<file path="config.mk">
export PLATFORM = sky130hd
export DESIGN_NAME = nitta_step_clock
export DESIGN_NICKNAME = d
export VERILOG_FILES = /design/src/rtl/nitta_board_pkg.sv /design/src/rtl/nitta_key_debounce.sv /design/src/rtl/nitta_step_clock.sv
export SDC_FILE = /design/constraint.sdc
export NUM_CORES = 1
export LEC_CHECK = 0
export BUFFER_PORTS_ARGS = -buffer_cell sky130_fd_sc_hd__buf_4
export CAP_MARGIN = 30
export CORE_MARGIN = 1
export CORE_UTILIZATION = 63
export CTS_CLUSTER_DIAMETER = 200
export DETAILED_ROUTE_END_ITERATION = 8
export GPL_ROUTABILITY_DRIVEN = 0
export PLACE_DENSITY = 0.92
export SLEW_MARGIN = 10
export SYNTH_ARGS = -nofsm -noshare
export SYNTH_HDL_FRONTEND = slang
export SYNTH_HIERARCHICAL = 1
export SYNTH_SLANG_ARGS = --single-unit
export TNS_END_PERCENT = 30
</file>
<file path="constraint.sdc">
create_clock -name clk_5kHz -period 13.4 [get_ports clk_5kHz]
set_input_delay 1.34 -clock clk_5kHz [delete_from_list [all_inputs] [get_ports clk_5kHz]]
set_output_delay 1.34 -clock clk_5kHz [all_outputs]
set_load 0.005 [all_outputs]
</file>
<file path="src/rtl/nitta_board_pkg.sv">
// Shared types and constants for the NITTA board wrapper.
// Mode encodings, slow-clock FSM states and period clamp.
package nitta_board_pkg;

  localparam logic [1:0] MODE_RUN   = 2'b00;
  localparam logic [1:0] MODE_STEP  = 2'b01;
  localparam logic [1:0] MODE_BURST = 2'b10;
  localparam logic [1:0] MODE_HOLD  = 2'b11;

  localparam int MIN_DIV = 2;

  typedef enum logic {
    IDLE,
    PERIOD
  } state_t;

endpackage

</file>
<file path="src/rtl/nitta_key_debounce.sv">
// Key synchronizer and debouncer for an active-low raw key.
// Emits a one-cycle press pulse on each accepted 1->0 transition.
module nitta_key_debounce #(
  parameter int DEBOUNCE = 50
) (
  input  logic clk_5kHz,
  input  logic rst,
  input  logic raw_n,
  output logic level,
  output logic press
);

  localparam int CW = $clog2(DEBOUNCE + 1);

  logic [1:0]    sync;
  logic [CW-1:0] cnt;

  always_ff @(posedge clk_5kHz) begin
    if (rst) begin
      sync  <= 2'b11;
      cnt   <= '0;
      level <= 1'b1;
      press <= 1'b0;
    end else begin
      sync  <= {sync[0], raw_n};
      press <= 1'b0;
      if (sync[1] == level) begin
        cnt <= '0;
      end else if (cnt == CW'(DEBOUNCE - 1)) begin
        cnt   <= '0;
        level <= sync[1];
        press <= ~sync[1];
      end else begin
        cnt <= cnt + 1'b1;
      end
    end
  end

endmodule

</file>
<file path="src/rtl/nitta_step_clock.sv">
// Programmable slow clock / single-step controller for the NITTA core.
// Run, step, burst and hold modes plus LED page selection.
module nitta_step_clock
  import nitta_board_pkg::*;
#(
  parameter  int DIV_WIDTH = 16,
  parameter  int DEBOUNCE  = 50,
  parameter  int PAGES     = 4,
  parameter  int CNT_WIDTH = 16,
  localparam int PW = (PAGES > 1) ? $clog2(PAGES) : 1
) (
  input  logic                 clk_5kHz,
  input  logic                 rst,
  input  logic [1:0]           mode,
  input  logic [DIV_WIDTH-1:0] div,
  input  logic [7:0]           burst_len,
  input  logic                 step_key_n,
  input  logic                 page_key_n,
  output logic                 slow_clk,
  output logic                 tick,
  output logic                 busy,
  output logic [PW-1:0]        page,
  output logic [CNT_WIDTH-1:0] tick_count
);

  state_t               state, nstate;
  logic [DIV_WIDTH-1:0] cnt, ncnt;
  logic [DIV_WIDTH-1:0] per, nper, per_in;
  logic [8:0]           rem, nrem;
  logic                 stepping, nstepping;
  logic                 start;
  logic                 step_press, page_press;

  nitta_key_debounce #(.DEBOUNCE(DEBOUNCE)) u_step_key (
    .clk_5kHz(clk_5kHz),
    .rst     (rst),
    .raw_n   (step_key_n),
    .level   (),
    .press   (step_press)
  );

  nitta_key_debounce #(.DEBOUNCE(DEBOUNCE)) u_page_key (
    .clk_5kHz(clk_5kHz),
    .rst     (rst),
    .raw_n   (page_key_n),
    .level   (),
    .press   (page_press)
  );

  assign per_in = (div < DIV_WIDTH'(MIN_DIV)) ? DIV_WIDTH'(MIN_DIV) : div;

  always_comb begin
    nstate    = state;
    ncnt      = cnt;
    nper      = per;
    nrem      = rem;
    nstepping = stepping;
    start     = 1'b0;
    if (state == IDLE) begin
      ncnt = '0;
      unique case (1'b1)
        mode == MODE_RUN: begin
          start = 1'b1;
          nrem  = '0;
        end
        mode == MODE_STEP && step_press: begin
          start = 1'b1;
          nrem  = 9'd1;
        end
        mode == MODE_BURST && step_press: begin
          start = 1'b1;
          nrem  = (burst_len == 8'd0) ? 9'd256 : {1'b0, burst_len};
        end
        default: ;
      endcase
    end else if (cnt == per - 1'b1) begin
      if (mode == MODE_RUN) begin
        start = 1'b1;
        nrem  = '0;
      end else if ((mode == MODE_STEP || mode == MODE_BURST)
                   && rem > 9'd1) begin
        start = 1'b1;
        nrem  = rem - 9'd1;
      end else begin
        nstate = IDLE;
        ncnt   = '0;
        nrem   = '0;
      end
    end else begin
      ncnt = cnt + 1'b1;
    end
    // Period length and busy flavour are frozen at count 0
    if (start) begin
      nstate    = PERIOD;
      ncnt      = '0;
      nper      = per_in;
      nstepping = (mode != MODE_RUN);
    end
  end

  always_ff @(posedge clk_5kHz) begin
    if (rst) begin
      state      <= IDLE;
      cnt        <= '0;
      per        <= DIV_WIDTH'(MIN_DIV);
      rem        <= '0;
      stepping   <= 1'b0;
      slow_clk   <= 1'b0;
      tick       <= 1'b0;
      busy       <= 1'b0;
      tick_count <= '0;
    end else begin
      state      <= nstate;
      cnt        <= ncnt;
      per        <= nper;
      rem        <= nrem;
      stepping   <= nstepping;
      slow_clk   <= (nstate == PERIOD) && (ncnt < (nper >> 1));
      tick       <= start;
      busy       <= (nstate == PERIOD) && nstepping;
      tick_count <= tick_count + CNT_WIDTH'(start);
    end
  end

  always_ff @(posedge clk_5kHz) begin
    if (rst) begin
      page <= '0;
    end else if (page_press) begin
      page <= (page == PW'(PAGES - 1)) ? '0 : page + 1'b1;
    end
  end

endmodule
</file>
Word-level counts from Yosys, hierarchy flattened

Index checks and enable logic that the tools add are counted.

Register bits after elaboration: 84
Input bits: 30
Output and inout port bits: 21
Word-level logic and storage cells: 85

$add $sub $neg: 7
Magnitude comparators: 3
Eq/ne operators: 9
Muxes and demuxes: 23
Bitwise gates (word level): 6
Reductions and logical operators: 18

Operators with widths:

| operator                                                    | number |
|---|---|
| 2-to-1 mux 16 bit                                           | 7 |
| 2-to-1 mux 9 bit                                            | 5 |
| case mux 9 bit (3 select lines)                             | 1 |
| adder 16 x 1 -> 16 bit                                      | 1 |
| adder 16 x 1 -> 16 bit, second input constant               | 1 |
| equality test 16 bit                                        | 1 |
| less-than comparator 16 x 15 -> 1 bit                       | 1 |
| less-than comparator 16 x 2 -> 1 bit, second input constant | 1 |
| subtractor 16 x 1 -> 16 bit, second input constant          | 1 |
| OR reduction 3 bit                                          | 5 |
| adder 6 x 1 -> 6 bit, second input constant                 | 2 |
| equality test 6 bit, second input constant                  | 2 |
| > comparator 9 x 1 -> 1 bit, second input constant          | 1 |
| 2-to-1 mux 1 bit                                            | 9 |
| subtractor 9 x 1 -> 9 bit, second input constant            | 1 |
| zero test 8 bit                                             | 1 |
| inverter 1 bit                                              | 6 |
| AND reduction 2 bit                                         | 3 |
| logical AND 1 bit                                           | 5 |
| equality test 2 bit, second input constant                  | 2 |
| nonzero test 4 bit                                          | 1 |
| adder 2 x 1 -> 2 bit, second input constant                 | 1 |
| equality test 1 bit                                         | 2 |
| equality test 2 x 1 -> 1 bit, second input constant         | 1 |
| other kinds (5)                                             | 5 |

Logic depth before layout (Yosys ltp)

Gate-level depths: netlist of the first run.

Depth in word-level cells: 10
Mapped depth: 20
Gate-level depth less buffers: 18

By module

Netlist of the first run, hierarchy kept.

Modules (own cells, without submodules):

| module             | times used | cells each | area an instance (sq um) | seq. area each (sq um) |
|---|---|---|---|---|
| nitta_step_clock   | 1          | 452        | 3759.9                   | 1281.2 |
| nitta_key_debounce | 2          | 39         | 387.9                    | 200.2 |

Least setup slack after synthesis of the first run

No wires, ideal clock.

Path type: reg-to-reg
From: register per[8]
To: register slow_clk
Library setup time: 0.070 ns
Arrival time: 4.359 ns
Required time: 13.330 ns
Setup slack: 8.971 ns
Cell stages (with the launch flop): 19
Path buffers: 3
Clock period less this slack: 4.429 ns
Path through: dfxtp_1 > or4_4 > or3_1 > a2111oi_0 > a311oi_1 > or4_1 > buf_6 > o22ai_2 > buf_6 > buf_12 > mux2i_1 > ha_1 > a21o_1 > a21oi_1 > o21ai_0 > a21o_1 > a2111oi_0 > o211ai_1 > a21oi_1

Word-level cells in the longest chain between the ends: 7
Elaborated cells on any way between the ends: 13
Those cells by class: add/sub: 1; order compare: 1; eq/ne: 1; mux: 9; reduce/logical: 1

RTL lines:

| item                                  | RTL line                | text |
|---|---|---|
| from (decl)                           | nitta_step_clock.sv:28  | `logic [DIV_WIDTH-1:0] per, nper, per_in;` |
| from (signal assigned)                | nitta_step_clock.sv:105 | `per <= DIV_WIDTH'(MIN_DIV);` |
| from (signal assigned)                | nitta_step_clock.sv:115 | `per <= nper;` |
| subtractor 16 x 1 -> 16 bit (*)       | nitta_step_clock.sv:76  | `end else if (cnt == per - 1'b1) begin` |
| equality test 16 bit (*)              | nitta_step_clock.sv:76  |  |
| 2-to-1 mux 1 bit (*)                  | nitta_step_clock.sv:76  |  |
| 2-to-1 mux 1 bit (*)                  | nitta_step_clock.sv:59  | `if (state == IDLE) begin` |
| net start                             | nitta_step_clock.sv:31  | `logic start;` |
| 2-to-1 mux 16 bit                     | nitta_step_clock.sv:93  | `if (start) begin` |
| less-than comparator 16 x 15 -> 1 bit | nitta_step_clock.sv:118 | `slow_clk <= (nstate == PERIOD) && (ncnt < (nper >> 1));` |
| logical AND 1 bit (*)                 | nitta_step_clock.sv:118 |  |
| to (signal assigned)                  | nitta_step_clock.sv:118 |  |
| to (decl)                             | nitta_step_clock.sv:19  | `output logic slow_clk,` |

Mark *: on every way through the listed nets, which the timed path passes. The rest lies on a longest branch.
A chain may end at the register's enable or synchronous reset.

Final worst setup path of the first run

From: register per[0]
To: register slow_clk

Word-level cells in the longest chain between the ends: 7
Elaborated cells on any way between the ends: 13
Those cells by class: add/sub: 1; order compare: 1; eq/ne: 1; mux: 9; reduce/logical: 1

RTL lines:

| item                                                  | RTL line |
|---|---|
| subtractor 16 x 1 -> 16 bit (*)                       | nitta_step_clock.sv:76 |
| equality test 16 bit (*)                              | nitta_step_clock.sv:76 |
| 2-to-1 mux 16 bit or 2-to-1 mux 1 bit (tied branches) | nitta_step_clock.sv:76 |
| 2-to-1 mux 16 bit or 2-to-1 mux 1 bit (tied branches) | nitta_step_clock.sv:59 |
| 2-to-1 mux 16 bit                                     | nitta_step_clock.sv:93 |
| less-than comparator 16 x 15 -> 1 bit                 | nitta_step_clock.sv:118 |
| logical AND 1 bit (*)                                 | nitta_step_clock.sv:118 |

Every way passes the cells marked *; elsewhere a longest branch is shown, timed or not.

==> results of run 1 <==
[synthesized netlist by cell type, drive strengths merged (3+ instances only)]
cell,n
nor2,100
dfxtp,84
xor2,38
ha,28
nand2,27
nand3,26
xnor2,21
a21oi,20
mux2i,18
inv,17
o21ai,14
clkbuf,13
nor3,12
or2,10
and3,9
nor2b,8
nor4,8
a211oi,7
and4,7
nand4,7
o211ai,7
buf,5
or3,5
a21o,4
o21a,4
o31ai,4
a2111oi,3
a221oi,3
nor4b,3
[final cells by class]
class,instances,area [um2],area share
timing repair buffer,51,387,0.0752
multi-input combinational,411,2690,0.523
tap,96,120,0.0234
inverter,17,63.8,0.0124
sequential,84,1680,0.327
clock buffer,10,128,0.0248
clock inverter,6,71.3,0.0139
[flip-flops by register name (all words and copies together), names as in the netlist]
signal and cells:
busy 1, cnt 16, page 2, per 16
rem 9, slow_clk 1, state 1, stepping 1
tick 1, tick_count 16, u_page_key/cnt 6, u_page_key/level 1
u_page_key/press 1, u_page_key/sync 2, u_step_key/cnt 6, u_step_key/level 1
u_step_key/press 1, u_step_key/sync 2
[stage by stage]
step                      setup WS [ns]  total power, mW  instance area [um2]
final                              7.94            0.514                 5140
after global routing               7.56            0.537                 5140
after CTS                          8.03            0.516                 5140
after detailed placement           8.07            0.336                 4940
after global placement             8.08            0.332                 4930
after floorplan                    8.97            0.314                 4540
[logic make-up after synthesis]
| kind of cell | synth area share |
|---|---|
| xor+xnor | 0.114 |
| simple gates | 0.251 |
| mux | 0.0422 |
| fa+ha+maj | 0.0772 |
| buf+inv | 0.0364 |
| flops | 0.371 |
| compound gates | 0.108 |
[report_power, final]
part	total, mW	switching, mW	internal, mW
logic	0.0693	0.0398	0.0295
registers	0.263	0.00749	0.256
clock network	0.182	0.0941	0.0877
total	0.514	0.141	0.373
[path summary, 6_finish.rpt]
check                                       end  cells after the start                     startpoint  slack (ns)
hold / removal    u_step_key/sync[1]$_SDFF_PP1_                      1  u_step_key/sync[0]$_SDFF_PP1_        0.42
hold reg to reg   u_step_key/sync[1]$_SDFF_PP1_                      1  u_step_key/sync[0]$_SDFF_PP1_        0.42
setup reg to reg            slow_clk$_SDFF_PP0_                     18            per[0]$_SDFFE_PP0N_        7.94
setup / recovery            slow_clk$_SDFF_PP0_                     18            per[0]$_SDFFE_PP0N_        7.94
[routing by layer]
metal	GRT usage	share of wire
met2	0.508	0.48
met5	0	0
met3	0.0521	0.075
met1	0.373	0.41
met4	0.145	0.031
[critical path, delay by kind of cell, from the launching register on]
family | cells | cell delay (ns)
simple gates | 4 | 1.63
buf+inv | 2 | 0.32
mux | 1 | 0.31
fa+ha+maj | 2 | 0.49
compound gates | 9 | 2.30
flops | 1 | 0.34
==> results.toml, run 1 <==
[floorplanning]
die_y_um = 86.9
die_width_um = 86.9
io_pins = 51
initial_core_util = 0.660
rows = 30
die_area_mm2 = 0.00754
core-area_mm2 = 0.00687

[drt]
drt_wl_total_um = 10700
viasPerCell = 6.07
initialDrtViolationCount = 297
drc = 0
first_pass_iters = 7
avgRoutedWirePerCell_um = 15.8
detail-route-antenna-nets = 0
vias = 4096

[timing]
period_share = 0.408
hold_violations = 0
tns_ns = 0
whs_ns = 0.417
final_max_slew_viol_count = 0
worst_pin_slew_ns = 0.898
skew_ns = 0.0110
period_minus_slack_ns = 5.46
maxSlewHeadroom = 0.393
grt_setup_unrepaired = "false"
setup_violations = 0
max_freq_ghz = 0.183

[worst_setup_path]
crit_path_end_kind = "register"
worst-endpoint-required_ns = 13.70
cpPeakStageDelay_ns = 0.75
cp_max_fo = 10
cp_data_arrival_time_ns = 5.76
startpoint_type = "register"
crit_chain = "inv_1 -> ha_1 -> nor4b_1 -> nand3_1 -> a2111oi_0 -> o2111ai_1 -> or4_1 -> o22ai_2 -> buf_6 -> mux2i_1 -> ha_1 -> a21oi_1 -> nor2b_1 -> o21ai_0 -> a21oi_1 -> a2111oi_0 -> o211ai_1 -> a21oi_1"
setup.worst_path.class = "reg -> reg"
cp_common_cell = "a21oi_1"
cp_slowest_cell = "nor4b_1"

[power]
vdd_drop_max_v = 0.0000706
power_per_cell_area_mw_per_mm2 = 100
p_leak_nw = 2.06

[global_routing]
grt_pass1_vias = 3856
antenna_found_initial = 0
grt_pass1_wl_um = 17700
grt-ovfl-total = 0
grt_max_degree = 57
track_usage = 0.301

[synth]
yosysWarnings = 6
synthesis.nets = 588
synth_cell_types = 50
syn_area_mm2 = 0.00454
syn_area_per_cell_um2 = 8.56
seq_area_frac_synth = 0.371
synthCells = 530
synthFlopType = "dfxtp_1"
yosys.area.top_type_share = 0.371
async_reset_ff_frac = 0
ys_seq_elements = 84
ys_top_cells_by_area = "dfxtp_1 (37%), nor2_1 (8.3%), ha_1 (7.7%)"
yosysTopAreaCell = "dfxtp_1"
synth_edf_count = 0

[clock_tree]
cts_setup_buffers = 0
clk_path_buf_depth = 2
htree_num_levels = 3
cts_hold_buf = 0
clk_pin_slew_ns = 0.09
cts_root_buf = "clkbuf_8"
clk_latency_ns = 0.36
tritoncts = "built"
post_cts_resized = 0
numCtsBuffers = 9
clock_sinks = 84

[min_path]
hold_class = "reg -> reg"

[finish]
final_util = 0.748
fillers = 500
syn_to_final_growth_pct = 13.3
drive_gt1_frac = 0.142
final_common_cell = "nor2_1"
finalNonFillerCells = 675
antenna_cells = 0
final_cell_mix = "nor2_1 (100), dfxtp_1 (84), buf_4 (50)"
nNetsFinal = 632

[job]
maxCapViolations = 0

[placement]
placed_cells = 659
dp_hpwl_um = 7720
io_buffers = 50

[status]
outcome = "finished clean"
No activity file was read; power rests on OpenSTA's default activity.
==> inputs of run 2 (changes only) <==
Settings changed: CORE_UTILIZATION 63 to 59, PLACE_DENSITY 0.92 to 0.87.
Clock period 13.4 ns to 5.5 ns, I/O delays scaled along.
==> run 2 against run 1 <==
Worst hold slack got worse by 0.055 ns. Critical endpoint unchanged. Clock power increased by 120%. Sequential share of layout area increased by 0.12 points. Combinational power increased by 140%. Sequential power increased by 140%. Via count decreased by 4.2%. Highest routed layer unchanged. Largest cell class unchanged. Total power increased by 130%.
==> results.toml, run 2 (synthesis results as in run 1) <==
[status]
outcome = "finished clean"

[job]
maxCapViolations = 0

[power]
p_leak_nw = 2.05
power_per_cell_area_mw_per_mm2 = 236
vdd_drop_max_v = 0.000179

[worst_setup_path]
cp_max_fo = 18
cp-startpoint = "per[8]$_SDFF_PP0_"
r2r-end = "slow_clk$_SDFF_PP0_"
startpoint_type = "register"
worst-endpoint-required_ns = 5.80
reg2reg_slack_ns = 0.45
rr_startpoint = "per[8]$_SDFF_PP0_"
rr_worst_depth = 16
cp-endpoint = "slow_clk$_SDFF_PP0_"
cp_data_arrival_time_ns = 5.36
setup.worst_path.class = "reg -> reg"
crit_path_end_kind = "register"

[drt]
initialDrtViolationCount = 263
vias = 3926
drc = 0
viasPerCell = 5.78
drt_wl_total_um = 10100
first_pass_iters = 5
detail-route-antenna-nets = 0
avgRoutedWirePerCell_um = 14.9

[global_routing]
grt_pass1_vias = 3659
grt-ovfl-total = 0
track_usage = 0.267
antenna_found_initial = 0
grt_max_degree = 57
grt_pass1_wl_um = 16200

[finish]
syn_to_final_growth_pct = 12.9
antenna_cells = 0
final_cell_mix = "nor2_1 (100), dfxtp_1 (84), buf_4 (51)"
top_regs = "cnt: 16 flops, per: 16 flops, tick_count: 16 flops"
final_common_cell = "nor2_1"
fillers = 560
drive_gt1_frac = 0.143
fin_area_mm2 = 0.00512
nNetsFinal = 633
multi_input_area_mm2 = 0.00269
final_util = 0.699
regArea_mm2 = 0.00168

[timing]
period_share = 0.919
final_max_slew_viol_count = 0
skew_ns = 0.0171
period_minus_slack_ns = 5.05
maxSlewHeadroom = 0.375
post-route-worst-setup-slack_ns = 0.447
setup_violations = 0
hold_violations = 0
grt_setup_unrepaired = "false"
worst_pin_slew_ns = 0.935
tns_ns = 0
max_freq_ghz = 0.198
whs_ns = 0.362

[clock_tree]
numCtsBuffers = 9
tritoncts = "built"
clk_path_buf_depth = 2
htree_num_levels = 3
cts_root_buf = "clkbuf_8"
cts_hold_buf = 0
post_cts_resized = 0
clock_sinks = 84
clk_pin_slew_ns = 0.09
cts_setup_buffers = 0
clk_latency_ns = 0.37

[floorplanning]
io_pins = 51
die_area_mm2 = 0.00804
die_y_um = 89.7
initial_core_util = 0.619
core-area_mm2 = 0.00733
rows = 31
die_width_um = 89.7

[placement]
dp_hpwl_um = 7370
placed_cell_area_mm2 = 0.00494
io_buffers = 50
pre_cts_slack_ns = 0.337

[min_path]
hold_class = "in -> reg"
==> run 2: cell count changes in the layout (fill, tap and decap cells not counted), sizes merged <==
cell      change
bufinv        -1
clkinv        -1
clkbuf        +1
clkinvlp      +2
==> run 2: metrics by stage <==
| stage | power, mW | std cells |
|---|---|---|
| global route | 1.26 | 679 |
| floorplan | 0.766 | 530 |
| global placement | 0.810 | 662 |
| detailed placement | 0.817 | 662 |
| finish | 1.21 | 679 |
| CTS | 1.21 | 678 |
==> run 2: critical path, cell delays in order (launching register included) <==
cell and delay, ns:
dfxtp_1 0.38, or4_4 0.58, or3_1 0.34, a2111oi_0 0.42
a311oi_1 0.10, or4_1 0.77, o22ai_2 0.16, buf_4 0.34
mux2i_1 0.29, ha_1 0.29, a21o_1 0.16, a21oi_1 0.14
o21ai_0 0.13, a21o_1 0.21, a2111oi_0 0.39, o211ai_1 0.15
a21oi_1 0.14
==> run 2: area by class of cell <==
class | count | area share
multi-input combinational | 411 | 0.525
sequential | 84 | 0.328
timing repair buffer | 52 | 0.0757
clock buffer | 10 | 0.0249
tap | 99 | 0.0242
inverter | 17 | 0.0125
clock inverter | 6 | 0.00928
==> run 2: how the worst min path moves through the flow <==
stage | slack (ns) | from | to | cells after the start
2_1_floorplan | 0.39 | u_page_key/sync[0]$_SDFF_PP1_ | u_page_key/sync[1]$_SDFF_PP1_ | 1
3_3_place_gp | 0.39 | u_step_key/sync[0]$_SDFF_PP1_ | u_step_key/sync[1]$_SDFF_PP1_ | 1
3_5_place_dp | 0.40 | u_page_key/sync[0]$_SDFF_PP1_ | u_page_key/sync[1]$_SDFF_PP1_ | 1
4_1_cts | 0.35 | step_key_n | u_step_key/sync[0]$_SDFF_PP1_ | 2
5_1_grt | 0.35 | step_key_n | u_step_key/sync[0]$_SDFF_PP1_ | 2
6_report | 0.36 | step_key_n | u_step_key/sync[0]$_SDFF_PP1_ | 2
==> run 2: metal layers <==
metal | vias up | GRT usage | share of wire
met5 | - | 0 | 0
met4 | 0 | 0.110 | 0.028
met3 | 31 | 0.0686 | 0.073
met2 | 142 | 0.452 | 0.48
met1 | 1815 | 0.323 | 0.42
li1 | 1938 | - | -
==> run 2: power breakdown <==
group	internal, mW	leakage [nW]	switching, mW	total, mW
logic	0.0716	1.29	0.0943	0.166
registers	0.623	0.682	0.0180	0.641
clock network	0.167	0.0755	0.234	0.401
==> inputs of run 3 (changes only) <==
Settings changed: ABC_AREA set to 1, CORE_UTILIZATION 59 to 60, PLACE_DENSITY 0.87 to 0.88.
==> run 3 against run 2 <==
Critical path type unchanged. Die area increased by 9.8%. Sequential power increased by 8.1%. Flip-flop and latch count unchanged. Total power increased by 36%. Cell area increased by 12%.
==> results.toml, run 3 <==
[worst_setup_path]
path_delay_family = "simple AND/OR/NAND/NOR gates"
worst-endpoint-required_ns = 5.76
cp_data_arrival_time_ns = 4.82
setup.worst_path.class = "reg -> reg"
crit_buf_inv = 3
startpoint_type = "register"
cpPeakStageDelay_ns = 0.36
rr_worst_depth = 26
crit_path_end_kind = "register"
reg2reg_slack_ns = 0.94
cp.depth = 26
cp_slowest_cell = "dfxtp_1"
cp_max_fo = 21
cp_common_cell = "nand2_1"

[synth]
yosysWarnings = 6
synth-compound-area-share = 0.0890
syn_area_per_cell_um2 = 6.95
ys_top_cells_by_count = "nand2_1 (162), nor2_1 (96), inv_1 (85)"
async_reset_ff_frac = 0
syn_area_mm2 = 0.00508
seq_area_frac_synth = 0.331
synthAdderAreaFrac = 0.0690
yosysTopAreaCell = "dfxtp_1"
ys_top_cells_by_area = "dfxtp_1 (33%), nand2_1 (12%), nor2_1 (7.1%)"
synthFlopType = "dfxtp_1"
synth_top_family_by_area = "simple AND/OR/NAND/NOR gates"
synth_edf_count = 0
synthCells = 731
synth-simple-area-share = 0.353
yosysMostFrequentCell = "nand2_1"
yosys.area.top_type_share = 0.331
synth.mux.area_fraction = 0.00197
yosys.area_share.xor_xnor = 0.0673
ys_seq_elements = 84
synthesis.nets = 789
synth_cell_types = 46

[finish]
syn_to_final_growth_pct = 12.5
finalNonFillerCells = 888
final_common_cell = "nand2_1"
multi_input_area_mm2 = 0.00295
top_regs = "cnt: 16 flops, per: 16 flops, tick_count: 16 flops"
final_cell_mix = "nand2_1 (162), nor2_1 (96), inv_1 (85)"
regArea_mm2 = 0.00168
final_util = 0.695
antenna_cells = 0
fillers = 691
nNetsFinal = 836
drive_gt1_frac = 0.148

[global_routing]
track_usage = 0.291
antenna_found_initial = 0
grt_max_degree = 52
grt-ovfl-total = 0
grt_pass1_vias = 4743
grt_pass1_wl_um = 20200

[drt]
detail-route-antenna-nets = 0
initialDrtViolationCount = 369
avgRoutedWirePerCell_um = 13.7
first_pass_iters = 5
drc = 0
vias = 4928
drt_wl_total_um = 12200
viasPerCell = 5.55

[job]
maxCapViolations = 0

[floorplanning]
die_y_um = 94.0
initial_core_util = 0.618
rows = 33
core-area_mm2 = 0.00822
die_area_mm2 = 0.00883
io_pins = 51
die_width_um = 94.0

[placement]
placed_cells = 872
dp_hpwl_um = 9410
io_buffers = 50
pre_cts_slack_ns = 1.04

[timing]
setup_violations = 0
final_max_slew_viol_count = 0
maxSlewHeadroom = 0.597
max_freq_ghz = 0.219
period_share = 0.829
grt_setup_unrepaired = "false"
worst_pin_slew_ns = 0.602
tns_ns = 0
post-route-worst-setup-slack_ns = 0.941
skew_ns = 0.0107
hold_violations = 0
whs_ns = 0.361
period_minus_slack_ns = 4.56

[clock_tree]
cts_setup_buffers = 0
numCtsBuffers = 9
clock_sinks = 84
htree_num_levels = 3
cts_hold_buf = 0
clk_latency_ns = 0.36
cts_root_buf = "clkbuf_8"
tritoncts = "built"
clk_pin_slew_ns = 0.09
clk_path_buf_depth = 2
post_cts_resized = 0

[min_path]
holdPathStages = 2
hold_class = "in -> reg"

[power]
vdd_drop_max_v = 0.000190
power_per_cell_area_mw_per_mm2 = 288
p_leak_nw = 2.64

[status]
outcome = "finished clean"
-- run 3: worst paths after layout --
kind                            startpoint                       endpoint
max                    per[0]$_SDFFE_PP0N_      tick_count[15]$_SDFF_PP0_
min                             page_key_n  u_page_key/sync[0]$_SDFF_PP1_
max reg2reg            per[0]$_SDFFE_PP0N_      tick_count[15]$_SDFF_PP0_
min reg2reg  u_page_key/sync[0]$_SDFF_PP1_  u_page_key/sync[1]$_SDFF_PP1_
-- run 3: cells by family after synthesis --
logic type / count (synthesis)
simple gates: 393
buf+inv: 111
flops: 84
compound gates: 75
xor+xnor: 39
fa+ha+maj: 28
mux: 1
-- run 3: power by group --
| part | internal [mW] | switching (mW) | leakage [nW] |
|---|---|---|---|
| Sequential | 0.649 | 0.0439 | 0.683 |
| Clock | 0.226 | 0.235 | 0.101 |
| Combinational | 0.178 | 0.312 | 1.85 |
| Total | 1.05 | 0.591 | 2.64 |
-- run 3: routing by layer --
metal	vias to the layer above	share of wire	global-route usage	routed length [um]
li1	2456	-	-	-
met1	2260	0.42	0.334	5140
met2	177	0.49	0.505	5920
met3	35	0.063	0.0680	765
met4	0	0.029	0.140	356
met5	-	0	0	0
-- run 3: final cells by class --
cell class | instances | share of cell area
Inverter | 97 | 0.0646
Clock inverter | 6 | 0.0123
Tap cell | 105 | 0.0230
Sequential cell | 84 | 0.294
Clock buffer | 10 | 0.0241
Timing Repair Buffer | 50 | 0.0657
Multi-Input combinational cell | 536 | 0.516
-- run 3: metrics by stage --
step	area, um2	power [mW]
floorplan	5080	1.08
global placement	5500	1.16
detailed placement	5500	1.19
CTS	5710	1.64
global route	5710	1.75
finish	5710	1.64
